### src/rtl/out_line.sv
// out_line: MIX character output unit (line printer / card punch over UART).
// On start it fetches WORDS consecutive memory words through the request/load
// handshake. Each 30-bit word is split into five 6-bit MIX codes, MSB field
// first, and each code is translated to ASCII. The characters go out as 8N1
// serial on tx, and every block ends with CR LF.
//
// Ports:
//   clk         system clock
//   reset       asynchronous, active-high reset
//   start       CPU issues OUT (1-cycle pulse)
//   addressin   first memory address of the block, valid with start
//   in          memory word, valid while load=1
//   load        CPU supplies the word for addressout (1-cycle pulse)
//   addressout  address of the word requested
//   request     unit wants the word at addressout
//   stop        1-cycle pulse: CPU may resume
//   busy        block transfer in progress
//   tx          UART serial out, idle high
module out_line #(
  parameter int unsigned WORDS        = 14,
  parameter int unsigned CLKS_PER_BIT = 217
) (
  input  logic        clk,
  input  logic        reset,
  input  logic        start,
  input  logic [11:0] addressin,
  input  logic [29:0] in,
  input  logic        load,
  output logic [11:0] addressout,
  output logic        request,
  output logic        stop,
  output logic        busy,
  output logic        tx
);

  localparam int unsigned Chars = 5 * WORDS;
  localparam int unsigned WordW = $clog2(WORDS + 1);
  localparam int unsigned CharW = $clog2(Chars + 1);
  localparam int unsigned BaudW = $clog2(CLKS_PER_BIT);

  typedef enum logic [1:0] {StIdle, StRun, StCr, StLf} state_e;

  state_e           state_q, state_d;
  logic [11:0]      addressout_q, address_next_q;
  logic             pending_q, stop_q;
  logic [WordW-1:0] words_fetched_q;
  logic [CharW-1:0] chars_sent_q;
  logic [29:0]      hold_q, shift_q;
  logic             hold_full_q;
  logic [2:0]       shift_cnt_q;
  logic             tx_active_q, tx_q;
  logic [3:0]       bit_cnt_q;
  logic [BaudW-1:0] baud_cnt_q;
  logic [7:0]       data_q;

  logic       frame_done, uart_free, take_load, refill, block_done, start_queued;
  logic       launch, launch_data;
  logic [7:0] launch_byte;

  function automatic logic [7:0] mix_to_ascii(input logic [5:0] code);
    logic [7:0] c;
    logic [7:0] r;
    c = {2'b00, code};
    r = 8'h3F;
    if (code == 6'd0) begin
      r = 8'h20;
    end else if (code <= 6'd9) begin
      r = 8'h40 + c;
    end else if (code >= 6'd11 && code <= 6'd19) begin
      r = 8'h3F + c;
    end else if (code >= 6'd22 && code <= 6'd29) begin
      r = 8'h3D + c;
    end else if (code >= 6'd30 && code <= 6'd39) begin
      r = c + 8'h12;
    end else begin
      case (code)
        6'd40:   r = 8'h2E;
        6'd41:   r = 8'h2C;
        6'd42:   r = 8'h28;
        6'd43:   r = 8'h29;
        6'd44:   r = 8'h2B;
        6'd45:   r = 8'h2D;
        6'd46:   r = 8'h2A;
        6'd47:   r = 8'h2F;
        6'd48:   r = 8'h3D;
        6'd49:   r = 8'h24;
        6'd50:   r = 8'h3C;
        6'd51:   r = 8'h3E;
        6'd52:   r = 8'h40;
        6'd53:   r = 8'h3B;
        6'd54:   r = 8'h3A;
        6'd55:   r = 8'h27;
        default: r = 8'h3F;
      endcase
    end
    return r;
  endfunction

  assign busy       = (state_q != StIdle);
  assign stop       = stop_q;
  assign tx         = tx_q;
  assign addressout = addressout_q;
  assign request    = busy && !hold_full_q && (words_fetched_q < WordW'(WORDS));

  assign frame_done   = tx_active_q && (bit_cnt_q == 4'd9) &&
                        (baud_cnt_q == BaudW'(CLKS_PER_BIT - 1));
  // A new frame may be launched in the last cycle of the previous stop bit.
  assign uart_free    = !tx_active_q || frame_done;
  assign take_load    = load && request;
  assign refill       = (shift_cnt_q == 3'd0) && hold_full_q;
  assign block_done   = (state_q == StLf) && frame_done;
  // A start arriving in the completion cycle counts as already queued.
  assign start_queued = pending_q || start;

  always_ff @(posedge clk or posedge reset) begin
    if (reset) begin
      state_q <= StIdle;
    end else begin
      state_q <= state_d;
    end
  end

  always_comb begin
    state_d = state_q;
    unique case (state_q)
      StIdle: if (start) state_d = StRun;
      StRun:  if (frame_done && chars_sent_q == CharW'(Chars)) state_d = StCr;
      StCr:   if (frame_done) state_d = StLf;
      StLf:   if (frame_done) state_d = start_queued ? StRun : StIdle;
      default: state_d = StIdle;
    endcase
  end

  always_comb begin
    launch      = 1'b0;
    launch_data = 1'b0;
    launch_byte = 8'h00;
    unique case (state_q)
      StRun: begin
        if (frame_done && chars_sent_q == CharW'(Chars)) begin
          launch      = 1'b1;
          launch_byte = 8'h0D;
        end else if (uart_free && shift_cnt_q != 3'd0) begin
          launch      = 1'b1;
          launch_data = 1'b1;
          launch_byte = mix_to_ascii(shift_q[29:24]);
        end
      end
      StCr: begin
        if (frame_done) begin
          launch      = 1'b1;
          launch_byte = 8'h0A;
        end
      end
      default: ;
    endcase
  end

  // Block control: addresses, pending start, word and character counters.
  always_ff @(posedge clk or posedge reset) begin
    if (reset) begin
      stop_q          <= 1'b0;
      pending_q       <= 1'b0;
      addressout_q    <= 12'd0;
      address_next_q  <= 12'd0;
      words_fetched_q <= '0;
      chars_sent_q    <= '0;
    end else begin
      stop_q <= 1'b0;
      if (state_q == StIdle) begin
        if (start) begin
          stop_q          <= 1'b1;
          addressout_q    <= addressin;
          words_fetched_q <= '0;
          chars_sent_q    <= '0;
        end
      end else if (block_done) begin
        if (start_queued) begin
          stop_q          <= 1'b1;
          pending_q       <= 1'b0;
          addressout_q    <= pending_q ? address_next_q : addressin;
          words_fetched_q <= '0;
          chars_sent_q    <= '0;
        end
      end else begin
        if (start && !pending_q) begin
          pending_q      <= 1'b1;
          address_next_q <= addressin;
        end
        if (take_load) begin
          addressout_q    <= addressout_q + 12'd1;
          words_fetched_q <= words_fetched_q + 1'b1;
        end
        if (launch_data) chars_sent_q <= chars_sent_q + 1'b1;
      end
    end
  end

  // Holding register and character shifter; the shifter refills as soon as
  // it empties so the next fetch overlaps transmission.
  always_ff @(posedge clk or posedge reset) begin
    if (reset) begin
      hold_q      <= 30'd0;
      hold_full_q <= 1'b0;
      shift_q     <= 30'd0;
      shift_cnt_q <= 3'd0;
    end else begin
      if (take_load) begin
        hold_q      <= in;
        hold_full_q <= 1'b1;
      end
      if (refill) begin
        shift_q     <= hold_q;
        shift_cnt_q <= 3'd5;
        hold_full_q <= 1'b0;
      end else if (launch_data) begin
        shift_q     <= {shift_q[23:0], 6'd0};
        shift_cnt_q <= shift_cnt_q - 3'd1;
      end
    end
  end

  // 8N1 transmitter. Data shifts in ones from the top, so after the eighth
  // data bit the next bit out is the stop bit.
  always_ff @(posedge clk or posedge reset) begin
    if (reset) begin
      tx_active_q <= 1'b0;
      tx_q        <= 1'b1;
      bit_cnt_q   <= 4'd0;
      baud_cnt_q  <= '0;
      data_q      <= 8'hFF;
    end else if (launch) begin
      tx_active_q <= 1'b1;
      tx_q        <= 1'b0;
      bit_cnt_q   <= 4'd0;
      baud_cnt_q  <= '0;
      data_q      <= launch_byte;
    end else if (tx_active_q) begin
      if (baud_cnt_q == BaudW'(CLKS_PER_BIT - 1)) begin
        baud_cnt_q <= '0;
        if (bit_cnt_q == 4'd9) begin
          tx_active_q <= 1'b0;
        end else begin
          bit_cnt_q <= bit_cnt_q + 4'd1;
          tx_q      <= data_q[0];
          data_q    <= {1'b1, data_q[7:1]};
        end
      end else begin
        baud_cnt_q <= baud_cnt_q + 1'b1;
      end
    end
  end

endmodule

### config.mk
export PLATFORM = sky130hd
export DESIGN_NAME = out_line
export DESIGN_NICKNAME = d
export VERILOG_FILES = /design/src/rtl/out_line.sv
export SDC_FILE = /design/constraint.sdc
export NUM_CORES = 1
export LEC_CHECK = 0
export CORE_MARGIN = 4
export CORE_UTILIZATION = 43
export DETAILED_ROUTE_END_ITERATION = 10
export GPL_ROUTABILITY_DRIVEN = 0
export PLACE_DENSITY = 0.66
export SETUP_SLACK_MARGIN = 0.1
export SYNTH_ARGS = -nofsm -noshare
export SYNTH_HDL_FRONTEND = slang
export SYNTH_SLANG_ARGS = --single-unit
### constraint.sdc
create_clock -name clk -period 5.4 [get_ports clk]
set_input_delay 1.08 -clock clk [delete_from_list [all_inputs] [get_ports clk]]
set_output_delay 1.08 -clock clk [all_outputs]
set_load 0.03 [all_outputs]
==> results of run 1 <==
==> state kept, by name, indices dropped and copies added, names as in the netlist <==
name / count
words_fetched_q: 4
baud_cnt_q: 8
hold_full_q: 1
shift_cnt_q: 3
chars_sent_q: 7
shift_q: 30
tx: 1
stop: 1
addressout: 12
pending_q: 1
address_next_q: 12
bit_cnt_q: 4
data_q: 8
tx_active_q: 1
hold_q: 30
state_q: 2
==> per-stage QoR <==
stage / setup slack (ns) / area, µm² / utilization / total power [W]
after detailed placement: 2.079 / 7536 / 0.4921 / 0.003219
after global placement: 2.218 / 7536 / 0.4921 / 0.003142
after global routing: 1.640 / 8119 / 0.5301 / 0.004647
after floorplan: 1.007 / 6782 / - / 0.002734
after CTS: 1.764 / 8119 / 0.5301 / 0.004359
final: 1.772 / 8119 / 0.5301 / 0.004337
==> critical path: stages, from the launching register on <==
cell and delay [ns]:
dfrtp_1 0.41, inv_1 0.09, ha_1 0.37, inv_1 0.48, clkdlybuf4s50_1 0.77
==> layout make-up <==
| class | instances | area, µm² |
|---|---|---|
| inverter | 23 | 88.84 |
| fill | 1419 | 7196 |
| multi-input combinational | 543 | 3373 |
| tap | 211 | 264.0 |
| timing repair buffer | 69 | 670.6 |
| clock buffer | 19 | 442.9 |
| clock inverter | 13 | 140.1 |
| sequential | 125 | 3139 |
==> cells by family after synthesis <==
kind of cell               count (synthesis)  share of synthesized area
xor gates and xnor gates                  17                    0.02196
adders and majority gates                 25                    0.04613
and+or+nand+nor                          331                     0.2354
buffers and inverters                     62                    0.03967
AOI/OAI and AO/OA                        149                     0.1603
muxes                                     21                    0.03358
DFF                                      125                     0.4629
==> synthesized netlist by cell type, types with 14 or more instances <==
| master | n | share of area |
|---|---|---|
| nand2_1 | 168 | 0.093 |
| dfrtp_1 | 116 | 0.43 |
| nor2_1 | 39 | 0.022 |
| nand3_1 | 36 | 0.027 |
| a21oi_1 | 28 | 0.021 |
| o21ai_0 | 26 | 0.019 |
| ha_1 | 25 | 0.046 |
| clkbuf_1 | 22 | 0.012 |
| inv_1 | 22 | 0.012 |
| and3_1 | 20 | 0.018 |
| a221o_1 | 16 | 0.024 |
| nor3_1 | 15 | 0.011 |
| mux2_2 | 14 | 0.023 |
==> metal layers <==
metal / vias up / wire length [µm] / GRT usage
met5: - / 0 / 0
met4: 0 / 322 / 0.07429
met3: 39 / 699 / 0.03512
met2: 173 / 7879 / 0.3073
met1: 2805 / 7491 / 0.2536
li1: 2693 / - / -
==> power groups by stage <==
stage / logic (W) / registers [W] / clock network, W
6_report: 0.00160 / 0.00162 / 0.00112
5_1_grt: 0.00179 / 0.00167 / 0.00119
4_1_cts: 0.00160 / 0.00162 / 0.00114
3_5_place_dp: 0.00159 / 0.00163 / 0
3_3_place_gp: 0.00153 / 0.00161 / 0
2_1_floorplan: 0.00115 / 0.00158 / 0
==> worst max-delay path by stage <==
stage | start | to | slack (ns) | cells past startpoint
CTS | state_q[0]$_DFFE_PP0P_ | busy | 1.76 | 4
detailed placement | start | addressout[11]$_DFFE_PP0P_ | 2.08 | 7
floorplan | reset | address_next_q[0]$_DFFE_PP0P_ | 1.01 | 1
finish | state_q[0]$_DFFE_PP0P_ | busy | 1.77 | 4
global placement | start | addressout[11]$_DFFE_PP0P_ | 2.22 | 7
global route | state_q[0]$_DFFE_PP0P_ | busy | 1.64 | 4
==> results.json, run 1 <==
{
  "outcome": "finished clean",
  "worst_pin_slew_ns": 0.9573,
  "async_flop_share": 1.000,
  "ff2ff_path_depth": 9,
  "cts_buffers": 17,
  "critPathMaxFanout": 16,
  "grt_pass1_vias": 5796,
  "area_delta_synth_final_pct": 19.72,
  "slew_violations": 0,
  "fmax_mhz": 275.7,
  "p_clk_frac": 0.258,
  "syn-cell-area_um2": 6782,
  "pwr_density_cell_nw_per_um2": 534.2,
  "wl_per_cell_um": 16.34,
  "skew_ns": 0.008107,
  "yosysWarnings": 0,
  "ir_drop_mv": 0.2360,
  "netlist_instances": 730,
  "clock-root-buffer": "clkbuf_16",
  "finalSetupViolCount": 0,
  "grt_pass1_wl_um": 28080,
  "ys_ff_latch": 125,
  "initial_core_util": 0.4428,
  "cts_setup_buffers": 0,
  "drc_errors": 0,
  "post_cts_resized": 0,
  "antenna_found_initial": 0,
  "hold_viol": 0,
  "reg2reg_from": "state_q[0]$_DFFE_PP0P_",
  "fin_crit_ns": 3.628,
  "endpoint_kind": "primary output",
  "numPortBuffers": 61,
  "layout_commonest_cell": "nand2_1",
  "reg2reg_to": "addressout[4]$_DFFE_PP0P_",
  "dp_hpwl_um": 10980,
  "min_period_over_period": 0.6718,
  "p_switching_w": 0.001681,
  "mostFrequentLayoutCells": "168 x nand2_1, 116 x dfrtp_1, 61 x clkdlybuf4s50_1",
  "pwr-share-comb": 0.368,
  "drv_cap": 0,
  "clock_sinks": 125,
  "hold_depth": 2,
  "grt_max_degree": 77,
  "ant_nets": 0,
  "core_um2": 15310,
  "intPower_w": 0.002656,
  "synthDistinctLibCells": 78,
  "via_per_inst": 5.693,
  "startpoint_type": "flop",
  "overflow": 0,
  "worst-r2r-setup-slack_ns": 2.32,
  "die_w_um": 133.6,
  "final_cells": 1003,
  "cts_max_level": 4,
  "cts_hold_buf": 0,
  "clockBufferDepth": 2,
  "sequentialPowerShare": 0.374,
  "worst_hold_slack_ns": 0.4651,
  "rsz0062_at_grt": "false",
  "drtIter0Drc": 471,
  "row_count": 45,
  "clk_pin_slew_ns": 0.06,
  "layout.nets": 850,
  "cts_tree": "yes",
  "insertion_delay_ns": 0.41,
  "sw_frac_of_total": 0.3877,
  "io_pins": 62,
  "wl_um": 16390,
  "hp-class": "reg2reg",
  "num_vias": 5710,
  "synth_flop_cell": "dfrtp_1",
  "min_to": "tx$_DFFE_PP1P_",
  "critical_path_required_ns": 4.32,
  "p_leak_nw": 3.704,
  "layout-drive-gt1-share": 0.1061,
  "fp.dieArea_um2": 17840,
  "dieHeight_um": 133.6,
  "tns_ns": 0,
  "avgSynthCellArea_um2": 9.290,
  "yosysSeqAreaShare": 0.4629,
  "drt_pass1_iterations": 5,
  "hp-start": "tx$_DFFE_PP1P_",
  "dp_cells": 971,
  "synth_nets": 801,
  "worst-setup-path-type": "reg2out",
  "slew_headroom": 0.3618,
  "grt_usage": 0.1899,
  "cp.arrival_ns": 2.55,
  "synth_edf_count": 0,
  "antenna_cells": 0
}
Note: power is estimated with default switching activity, not from simulation.
==> run 2: changes to the inputs <==
--- a/config.mk
+++ b/config.mk
@@ -9,7 +9,7 @@
 export CORE_UTILIZATION = 43
 export DETAILED_ROUTE_END_ITERATION = 10
 export GPL_ROUTABILITY_DRIVEN = 0
-export PLACE_DENSITY = 0.66
+export PLACE_DENSITY = 0.68
 export SETUP_SLACK_MARGIN = 0.1
 export SYNTH_ARGS = -nofsm -noshare
 export SYNTH_HDL_FRONTEND = slang
==> constraint.sdc (replaced) <==
create_clock -name clk -period 3.1 [get_ports clk]
set_input_delay 0.62 -clock clk [delete_from_list [all_inputs] [get_ports clk]]
set_output_delay 0.62 -clock clk [all_outputs]
set_load 0.03 [all_outputs]
==> results.json, run 2 (synthesized netlist as in run 1, its figures left out) <==
{
  "cts_setup_buffers": 0,
  "hold_viol": 0,
  "rsz0062_at_grt": "false",
  "layout.nets": 860,
  "mostFrequentLayoutCells": "168 x nand2_1, 116 x dfrtp_1, 59 x clkdlybuf4s50_1",
  "num_vias": 5736,
  "fin_crit_ns": 2.632,
  "drv_cap": 0,
  "fillers": 1425,
  "clockBufferDepth": 2,
  "critPathMaxFanout": 12,
  "slew_violations": 0,
  "layout_commonest_cell": "nand2_1",
  "largest_registers": "hold_q (30), shift_q (30)",
  "antenna_cells": 0,
  "dieHeight_um": 133.6,
  "wl_per_cell_um": 16.31,
  "critical_path_required_ns": 3.47,
  "ir_drop_mv": 0.4797,
  "setup_slack_ns": 0.4683,
  "cts_tree": "yes",
  "cts_max_level": 4,
  "p_leak_nw": 3.754,
  "area_delta_synth_final_pct": 21.03,
  "drt_pass1_iterations": 5,
  "overflow": 0,
  "hp-class": "reg2reg",
  "insertion_delay_ns": 0.43,
  "initial_core_util": 0.4428,
  "place_ws_ns": 0.3153,
  "fmax_mhz": 380.0,
  "antenna_found_initial": 0,
  "cts_hold_buf": 0,
  "drtIter0Drc": 594,
  "layout-drive-gt1-share": 0.1172,
  "grt_pass1_wl_um": 28590,
  "slew_headroom": 0.4745,
  "worst-setup-path-type": "reg2reg",
  "clk_pin_slew_ns": 0.06,
  "worst_pin_slew_ns": 0.7868,
  "io_pins": 62,
  "drc_errors": 0,
  "clock_sinks": 125,
  "post_cts_resized": 0,
  "cts_buffers": 17,
  "grt_pass1_vias": 5787,
  "ant_nets": 0,
  "finalSetupViolCount": 0,
  "outcome": "finished clean",
  "dp_hpwl_um": 11140,
  "numPortBuffers": 61,
  "endpoint_kind": "flop",
  "fp.dieArea_um2": 17840,
  "core_um2": 15310,
  "die_w_um": 133.6,
  "tns_ns": 0,
  "grt_max_degree": 126,
  "grt_usage": 0.1938,
  "startpoint_type": "flop",
  "row_count": 45,
  "via_per_inst": 5.662,
  "cp.arrival_ns": 3.00,
  "min_period_over_period": 0.8490,
  "skew_ns": 0.01098,
  "wl_um": 16520,
  "clock-root-buffer": "clkbuf_16",
  "pwr_density_cell_nw_per_um2": 924.1
}
-- run 2: cell types whose count changed in the layout (fill, tap and decap cells not counted), sizes merged --
cell / previous run / this run
inv: 25 / 26
bufinv: 2 / 1
clkinv: 5 / 3
clkdlybuf4s50: 61 / 59
clkbuf: 19 / 18
buf: 8 / 18
clkinvlp: 4 / 7
dlymetal6s2s: 0 / 2
-- run 2: final timing paths --
path | from | to | slack, ns | depth (start not counted)
worst min register to register | tx$_DFFE_PP1P_ | tx$_DFFE_PP1P_ | 0.47 | 2
worst max-delay path | state_q[0]$_DFFE_PP0P_ | addressout[4]$_DFFE_PP0P_ | 0.47 | 8
min in group asynchronous | reset | addressout[11]$_DFFE_PP0P_ | 0.71 | 3
worst max register to register | state_q[0]$_DFFE_PP0P_ | addressout[4]$_DFFE_PP0P_ | 0.47 | 8
worst min-delay path | tx$_DFFE_PP1P_ | tx$_DFFE_PP1P_ | 0.47 | 2
max in group asynchronous | reset | baud_cnt_q[4]$_DFFE_PP0P_ | 1.87 | 3
-- run 2: power breakdown --
group | internal, W | total [W] | switching [W]
combinational | 0.00122 | 0.00289 | 0.00168
sequential | 0.00225 | 0.00278 | 0.000531
clock | 0.00111 | 0.00191 | 0.000797
-- run 2: critical path, cell delays in order (launching register included) --
cell      delay [ns]
dfrtp_1         0.41
inv_1           0.08
ha_1            0.23
a311oi_1        0.42
nand2_1         0.23
a211oi_2        0.73
o21ai_0         0.20
a21oi_1         0.16
a21o_1          0.11
-- run 2: final cells by class --
class	count	area, µm²	area share
multi-input cells	543	3373	0.4110
well taps	211	264.0	0.03216
flip-flops and latches	125	3139	0.3825
clock inverters	14	136.4	0.01662
clock buffers	18	429.2	0.05229
inverters	23	90.09	0.01098
repair buffers	79	775.7	0.09451
-- run 2: routing by layer --
layer	routed length, µm	track usage
met3	925	0.04834
met4	289	0.07429
met2	7943	0.3056
met5	0	0
met1	7360	0.2585
-- run 2: stage by stage --
stage          std cells  hold WS (ns)  cell area, µm²    util  total power [W]
2_1_floorplan        730        0.4455            6785       -         0.004763
3_3_place_gp         981        0.4568            7637  0.4987         0.005532
3_5_place_dp         981        0.4626            7637  0.4987         0.005660
4_1_cts             1013        0.4772            8203  0.5356         0.007600
5_1_grt             1013        0.4862            8208  0.5359         0.008102
6_report            1013        0.4746            8208  0.5359         0.007585
